<file path="src/rtl/core_ldst_mult_seq_pkg.sv">
// Shared types for the load/store-multiple sequencer: word/register typedefs,
// FSM state encoding and a list popcount helper.
package core_ldst_mult_seq_pkg;

  typedef logic [31:0] word_t;
  typedef logic [3:0]  reg_num_t;
  typedef logic [15:0] reg_list_t;

  typedef enum logic [1:0] {
    S_IDLE  = 2'd0,
    S_SETUP = 2'd1,
    S_XFER  = 2'd2,
    S_DONE  = 2'd3
  } state_t;

  localparam word_t WORD_BYTES = 32'd4;

  function automatic logic [4:0] popcount16(input reg_list_t list);
    logic [4:0] cnt;
    cnt = '0;
    for (int i = 0; i < 16; i++) cnt = cnt + {4'd0, list[i]};
    return cnt;
  endfunction

endpackage

</file>
<file path="src/rtl/core_ldst_mult_pick.sv">
// Lowest-set-bit picker: selects the next register of a transfer list and
// flags when it is the only one left.
module core_ldst_mult_pick
  import core_ldst_mult_seq_pkg::*;
(
  input  reg_list_t i_list,
  output reg_num_t  o_reg,
  output logic      o_valid,
  output logic      o_last
);

  always_comb begin
    o_reg = '0;
    for (int i = 15; i >= 0; i--) begin
      if (i_list[i]) o_reg = reg_num_t'(i);
    end
  end

  assign o_valid = |i_list;
  assign o_last  = o_valid && ((i_list & (i_list - 16'd1)) == 16'd0);

endmodule

</file>
<file path="src/rtl/core_ldst_mult_seq.sv">
// Load/store-multiple beat sequencer (IA/IB/DA/DB, abortable).
// Optional: CORE_LDST_MULT_EMPTY_LIST_EN makes an empty list transfer r15 with n = 16.
module core_ldst_mult_seq
  import core_ldst_mult_seq_pkg::*;
(
  input  logic      clk,
  input  logic      rst_n,
  input  logic      start,
  input  reg_list_t reg_list,
  input  word_t     base,
  input  logic      increment,
  input  logic      pre_index,
  input  logic      load,
  input  logic      req_ready,
  input  logic      abort,
  output logic      busy,
  output logic      req_valid,
  output word_t     req_addr,
  output reg_num_t  req_reg,
  output logic      req_load,
  output logic      req_last,
  output word_t     wb_value,
  output logic      done,
  output logic      aborted,
  output state_t    dbg_state
);

  // Handshake: a beat transfers on a rising edge where req_valid & req_ready & !abort;
  // abort with req_valid high ends the sequence regardless of req_ready.

  state_t    r_state;
  reg_list_t r_list;
  word_t     r_base;
  word_t     r_addr;
  word_t     r_wb;
  logic      r_inc;
  logic      r_pre;
  logic      r_load;
  logic      r_busy;
  logic      r_valid;
  logic      r_done;
  logic      r_aborted;
`ifdef CORE_LDST_MULT_EMPTY_LIST_EN
  logic      r_empty;
`endif

  reg_num_t  w_pick_reg;
  logic      w_pick_valid;
  logic      w_pick_last;
  logic [4:0] w_n;
  word_t     w_four_n;
  word_t     w_first_addr;
  word_t     w_wb;
  logic      w_accept;

  core_ldst_mult_pick u_pick (
    .i_list  (r_list),
    .o_reg   (w_pick_reg),
    .o_valid (w_pick_valid),
    .o_last  (w_pick_last)
  );

`ifdef CORE_LDST_MULT_EMPTY_LIST_EN
  assign w_n = r_empty ? 5'd16 : popcount16(r_list);
`else
  assign w_n = popcount16(r_list);
`endif

  assign w_four_n = {25'd0, w_n, 2'b00};

  // Beats always walk upward, so descending modes start at the bottom of the block.
  always_comb begin
    w_first_addr = r_base;
    if (r_inc) w_first_addr = r_pre ? r_base + WORD_BYTES : r_base;
    else       w_first_addr = r_pre ? r_base - w_four_n : r_base - w_four_n + WORD_BYTES;
  end

  assign w_wb     = r_inc ? r_base + w_four_n : r_base - w_four_n;
  assign w_accept = r_valid && w_pick_valid && req_ready && !abort;

  always_ff @(posedge clk) begin
    if (!rst_n) begin
      r_state   <= S_IDLE;
      r_list    <= '0;
      r_base    <= '0;
      r_addr    <= '0;
      r_wb      <= '0;
      r_inc     <= 1'b0;
      r_pre     <= 1'b0;
      r_load    <= 1'b0;
      r_busy    <= 1'b0;
      r_valid   <= 1'b0;
      r_done    <= 1'b0;
      r_aborted <= 1'b0;
`ifdef CORE_LDST_MULT_EMPTY_LIST_EN
      r_empty   <= 1'b0;
`endif
    end else begin
      r_done    <= 1'b0;
      r_aborted <= 1'b0;
      case (r_state)
        S_IDLE: begin
          if (start) begin
            r_base  <= base;
            r_inc   <= increment;
            r_pre   <= pre_index;
            r_load  <= load;
            r_busy  <= 1'b1;
            r_state <= S_SETUP;
`ifdef CORE_LDST_MULT_EMPTY_LIST_EN
            r_list  <= (reg_list == 16'd0) ? 16'h8000 : reg_list;
            r_empty <= (reg_list == 16'd0);
`else
            r_list  <= reg_list;
`endif
          end
        end
        S_SETUP: begin
          r_addr <= w_first_addr & 32'hFFFF_FFFC;
          r_wb   <= w_wb;
          if (w_n == 5'd0) begin
            r_state <= S_DONE;
            r_done  <= 1'b1;
          end else begin
            r_state <= S_XFER;
            r_valid <= 1'b1;
          end
        end
        S_XFER: begin
          if (abort) begin
            r_state   <= S_IDLE;
            r_valid   <= 1'b0;
            r_busy    <= 1'b0;
            r_aborted <= 1'b1;
            r_list    <= '0;
          end else if (w_accept) begin
            r_list <= r_list & (r_list - 16'd1);
            r_addr <= r_addr + WORD_BYTES;
            if (w_pick_last) begin
              r_valid <= 1'b0;
              r_done  <= 1'b1;
              r_state <= S_DONE;
            end
          end
        end
        S_DONE: begin
          r_busy  <= 1'b0;
          r_state <= S_IDLE;
        end
        default: r_state <= S_IDLE;
      endcase
    end
  end

  assign busy      = r_busy;
  assign req_valid = r_valid;
  assign req_addr  = r_addr;
  assign req_reg   = w_pick_reg;
  assign req_load  = r_load;
  assign req_last  = w_pick_last & r_valid;
  assign wb_value  = r_wb;
  assign done      = r_done;
  assign aborted   = r_aborted;
  assign dbg_state = r_state;

endmodule

</file>
<file path="config.mk">
export PLATFORM = sky130hd
export DESIGN_NAME = core_ldst_mult_seq
export DESIGN_NICKNAME = d
export VERILOG_FILES = /design/src/rtl/core_ldst_mult_seq_pkg.sv /design/src/rtl/core_ldst_mult_pick.sv /design/src/rtl/core_ldst_mult_seq.sv
export SDC_FILE = /design/constraint.sdc
export NUM_CORES = 1
export LEC_CHECK = 0
export ABC_AREA = 1
export BUFFER_PORTS_ARGS = -buffer_cell sky130_fd_sc_hd__buf_2
export CORE_UTILIZATION = 55
export CTS_CLUSTER_SIZE = 24
export DETAILED_ROUTE_END_ITERATION = 10
export PLACE_DENSITY = 0.73
export SLEW_MARGIN = 20
export SYNTH_ARGS = -nofsm -noshare
export SYNTH_HDL_FRONTEND = slang
export SYNTH_SLANG_ARGS = --single-unit
</file>
<file path="constraint.sdc">
create_clock -name clk -period 8.7 [get_ports clk]
set_input_delay 0 -clock clk [delete_from_list [all_inputs] [get_ports clk]]
set_output_delay 0 -clock clk [all_outputs]
set_load 0.005 [all_outputs]
</file>
==> out/results.ini <==
[global_route]
grt_pass1_wl_mm=56.2
overflow=0
grt_pass1_vias=10600
grt_max_degree=93
grt_antenna_before_repair=0
grt_use_total_pct=39.6

[timing]
finalCritPeriodShare_pct=73.8
post-route-min-period_ns=6.42
fin_skew_ns=0.0132
setup_tns_ns=0
relSlewSlack_pct=35.3
hold_viol_final=0
rsz0062_at_grt=false
fin_ws_ns=2.28
finalMaxSlewViolations=0
worst_pin_slew_ns=0.968
setup_viol=0
fmax_mhz=156

[die]
start_util_pct=56.9
die_h_microns=136
num_rows=48
die_width_microns=136
num_io_pins=132
core_area_sq_um=17500
die-area_sq_um=18600

[finish]
insertedDiodeCount=0
syn_to_final_growth_pct=18.4
finish.net_count=1837
drive_above_1_share_pct=14.4
final_cell_mix=nand2_1, inv_1, nor2_1, o21ai_0, a21oi_1
fillers=1590
final_common_cell=nand2_1

[setup_path]
reg2reg_depth=29
worstPathArrival_ns=6.70
cp_top_family=adder cells
max_stage_delay_ns=0.52
r2r-start=r_list[7]$_SDFFE_PN0P_
end_kind=flip-flop
cp.required_ns=8.98
path_buf_inv=8
reg2reg_slack_ns=2.28
critPathMaxFanout=9
cp_slowest_cell=fa_1
cpMostUsedCell=inv_1
crit_type=reg2reg
cp-start-kind=flip-flop
timing.rr.end=wb_value[29]$_SDFFE_PN0P_

[clock_tree]
htreeDepth=4
root_buffer=clkbuf_16
cts_num_sinks=119
cts_setup_buffers=0
clockBufferDepth=2
path_clk_slew_ns=0.06
clkLatencyLatePin_ns=0.44
numCtsBuffers=17
cts_tree=built

[drt]
routedWlPerCell_microns=18.2
avgViaCountPerCell=5.87
first_pass_iters=6
drt_wl_total_mm=36.1
post-route-drc-count=0
drt_iter0_markers=1059
postRouteAntennaNets=0
vias=11600

[place]
io_buffers=129
dp_hpwl_mm=26.3
pre_cts_slack_ns=2.46
place_congestion=1.04

[yosys]
ys_warn_count=0
syn_area_sq_um=9940
syn-mean-instance-area_sq_um=6.19
ys_async_sr_fraction_pct=0
synth_cells=1605
ys_seq_elements=119
seq_area_frac_synth_pct=24.0
synth_cell_type_count=53
ys.flop_type=dfxtp_1
synth-edff-count=0

[flow_run]
drv_cap=0

[worst_hold_path]
worst_hold_path.num_cells=5
hold_start=start
whs_endpoint=dbg_state[0]$_SDFFE_PN0P_
hold_class=in2reg

[status]
status=completed

-- flip-flops by register name, indices dropped and copies added (netlist names) --
register,cells
req_load,1
r_inc,1
busy,1
req_valid,1
req_addr,30
aborted,1
r_list,16
r_base,32
wb_value,32
dbg_state,2
done,1
r_pre,1
-- synthesized netlist by cell type, types with 6 or more instances --
| cell | n | area, sq um |
|---|---|---|
| nand2_1 | 338 | 1270 |
| inv_1 | 193 | 724 |
| nor2_1 | 167 | 627 |
| o21ai_0 | 141 | 706 |
| a21oi_1 | 132 | 661 |
| nand3_1 | 122 | 611 |
| dfxtp_1 | 119 | 2380 |
| clkbuf_1 | 50 | 188 |
| nand4_1 | 33 | 206 |
| nor3_1 | 28 | 140 |
| o211ai_1 | 27 | 203 |
| xor2_1 | 27 | 236 |
| ha_1 | 26 | 325 |
| nand2_2 | 23 | 144 |
| a211oi_1 | 22 | 165 |
| fa_1 | 12 | 240 |
| a31oi_1 | 10 | 62.6 |
| nor2_2 | 10 | 62.6 |
| nor2_4 | 10 | 113 |
| buf_2 | 9 | 45.0 |
| inv_2 | 9 | 33.8 |
| a221oi_1 | 7 | 61.3 |
| o21ai_1 | 7 | 35.0 |
| buf_1 | 6 | 22.5 |
| nand3_2 | 6 | 60.1 |
| nor4_1 | 6 | 37.5 |
| o221ai_1 | 6 | 52.6 |
| or2_2 | 6 | 37.5 |
-- routing by layer --
layer  GRT usage [%]  wire (microns)  vias to the layer above
li1                -               -                     5597
met1            47.5           14700                     5350
met2            65.3           16900                      557
met3            8.02            2650                      123
met4            23.0            1880                        0
met5               0               0                        -
-- area by class of cell --
type | instances | area, sq um | share of cell area, %
clock inverters | 13 | 169 | 1.44
clock buffers | 19 | 453 | 3.85
repair buffers | 190 | 1230 | 10.5
well taps | 225 | 282 | 2.39
inverters | 208 | 788 | 6.70
multi-input cells | 1207 | 6460 | 54.9
flip-flops and latches | 119 | 2380 | 20.3
-- cell families after synthesis --
logic type	after synthesis	share of synthesized area (%)
other cells	1	0.0377
xor+xnor	32	2.82
compound gates	367	20.8
simple gates	768	35.6
buf+inv	280	11.1
fa+ha+maj	38	5.69
flops	119	24.0
-- through the flow --
step	std cells	util [%]	hold WS, ns	area [sq um]
3_5_place_dp	1897	60.8	0.243	10600
6_report	1981	67.3	0.00483	11800
5_1_grt	1981	67.3	0.0411	11800
3_3_place_gp	1897	60.8	0.237	10600
4_1_cts	1981	67.3	0.00240	11800
2_1_floorplan	1606	-	0.123	9940
-- worst register-to-register path: cells and delay by family, from the launching register on --
kind	cells	cell delay [ns]
and+or+nand+nor	11	1.96
adders and majority gates	7	2.94
AOI/OAI and AO/OA	3	0.36
buffers and inverters	8	0.59
DFF	1	0.42
-- worst max-delay path by stage --
stage                      startpoint                         to  slack, ns  cells after the start
6_report       r_list[7]$_SDFFE_PN0P_  wb_value[29]$_SDFFE_PN0P_       2.28                     29
5_1_grt        r_list[7]$_SDFFE_PN0P_  wb_value[29]$_SDFFE_PN0P_       1.92                     29
4_1_cts        r_list[7]$_SDFFE_PN0P_  wb_value[13]$_SDFFE_PN0P_       2.45                     30
3_3_place_gp   r_list[7]$_SDFFE_PN0P_  wb_value[13]$_SDFFE_PN0P_       2.54                     30
3_5_place_dp   r_list[7]$_SDFFE_PN0P_  wb_value[13]$_SDFFE_PN0P_       2.46                     30
2_1_floorplan  r_list[7]$_SDFFE_PN0P_  req_addr[26]$_SDFFE_PN0P_       3.43                     31
-- repair_timing --
item,CTS,global route
hold buffers,52,0
endpoints found under the hold margin,52,0
resized for setup,0,0
Power is left out: the tool's default activity adds up to more than one toggle a clock period on the data nets, which glitch-free logic cannot reach.
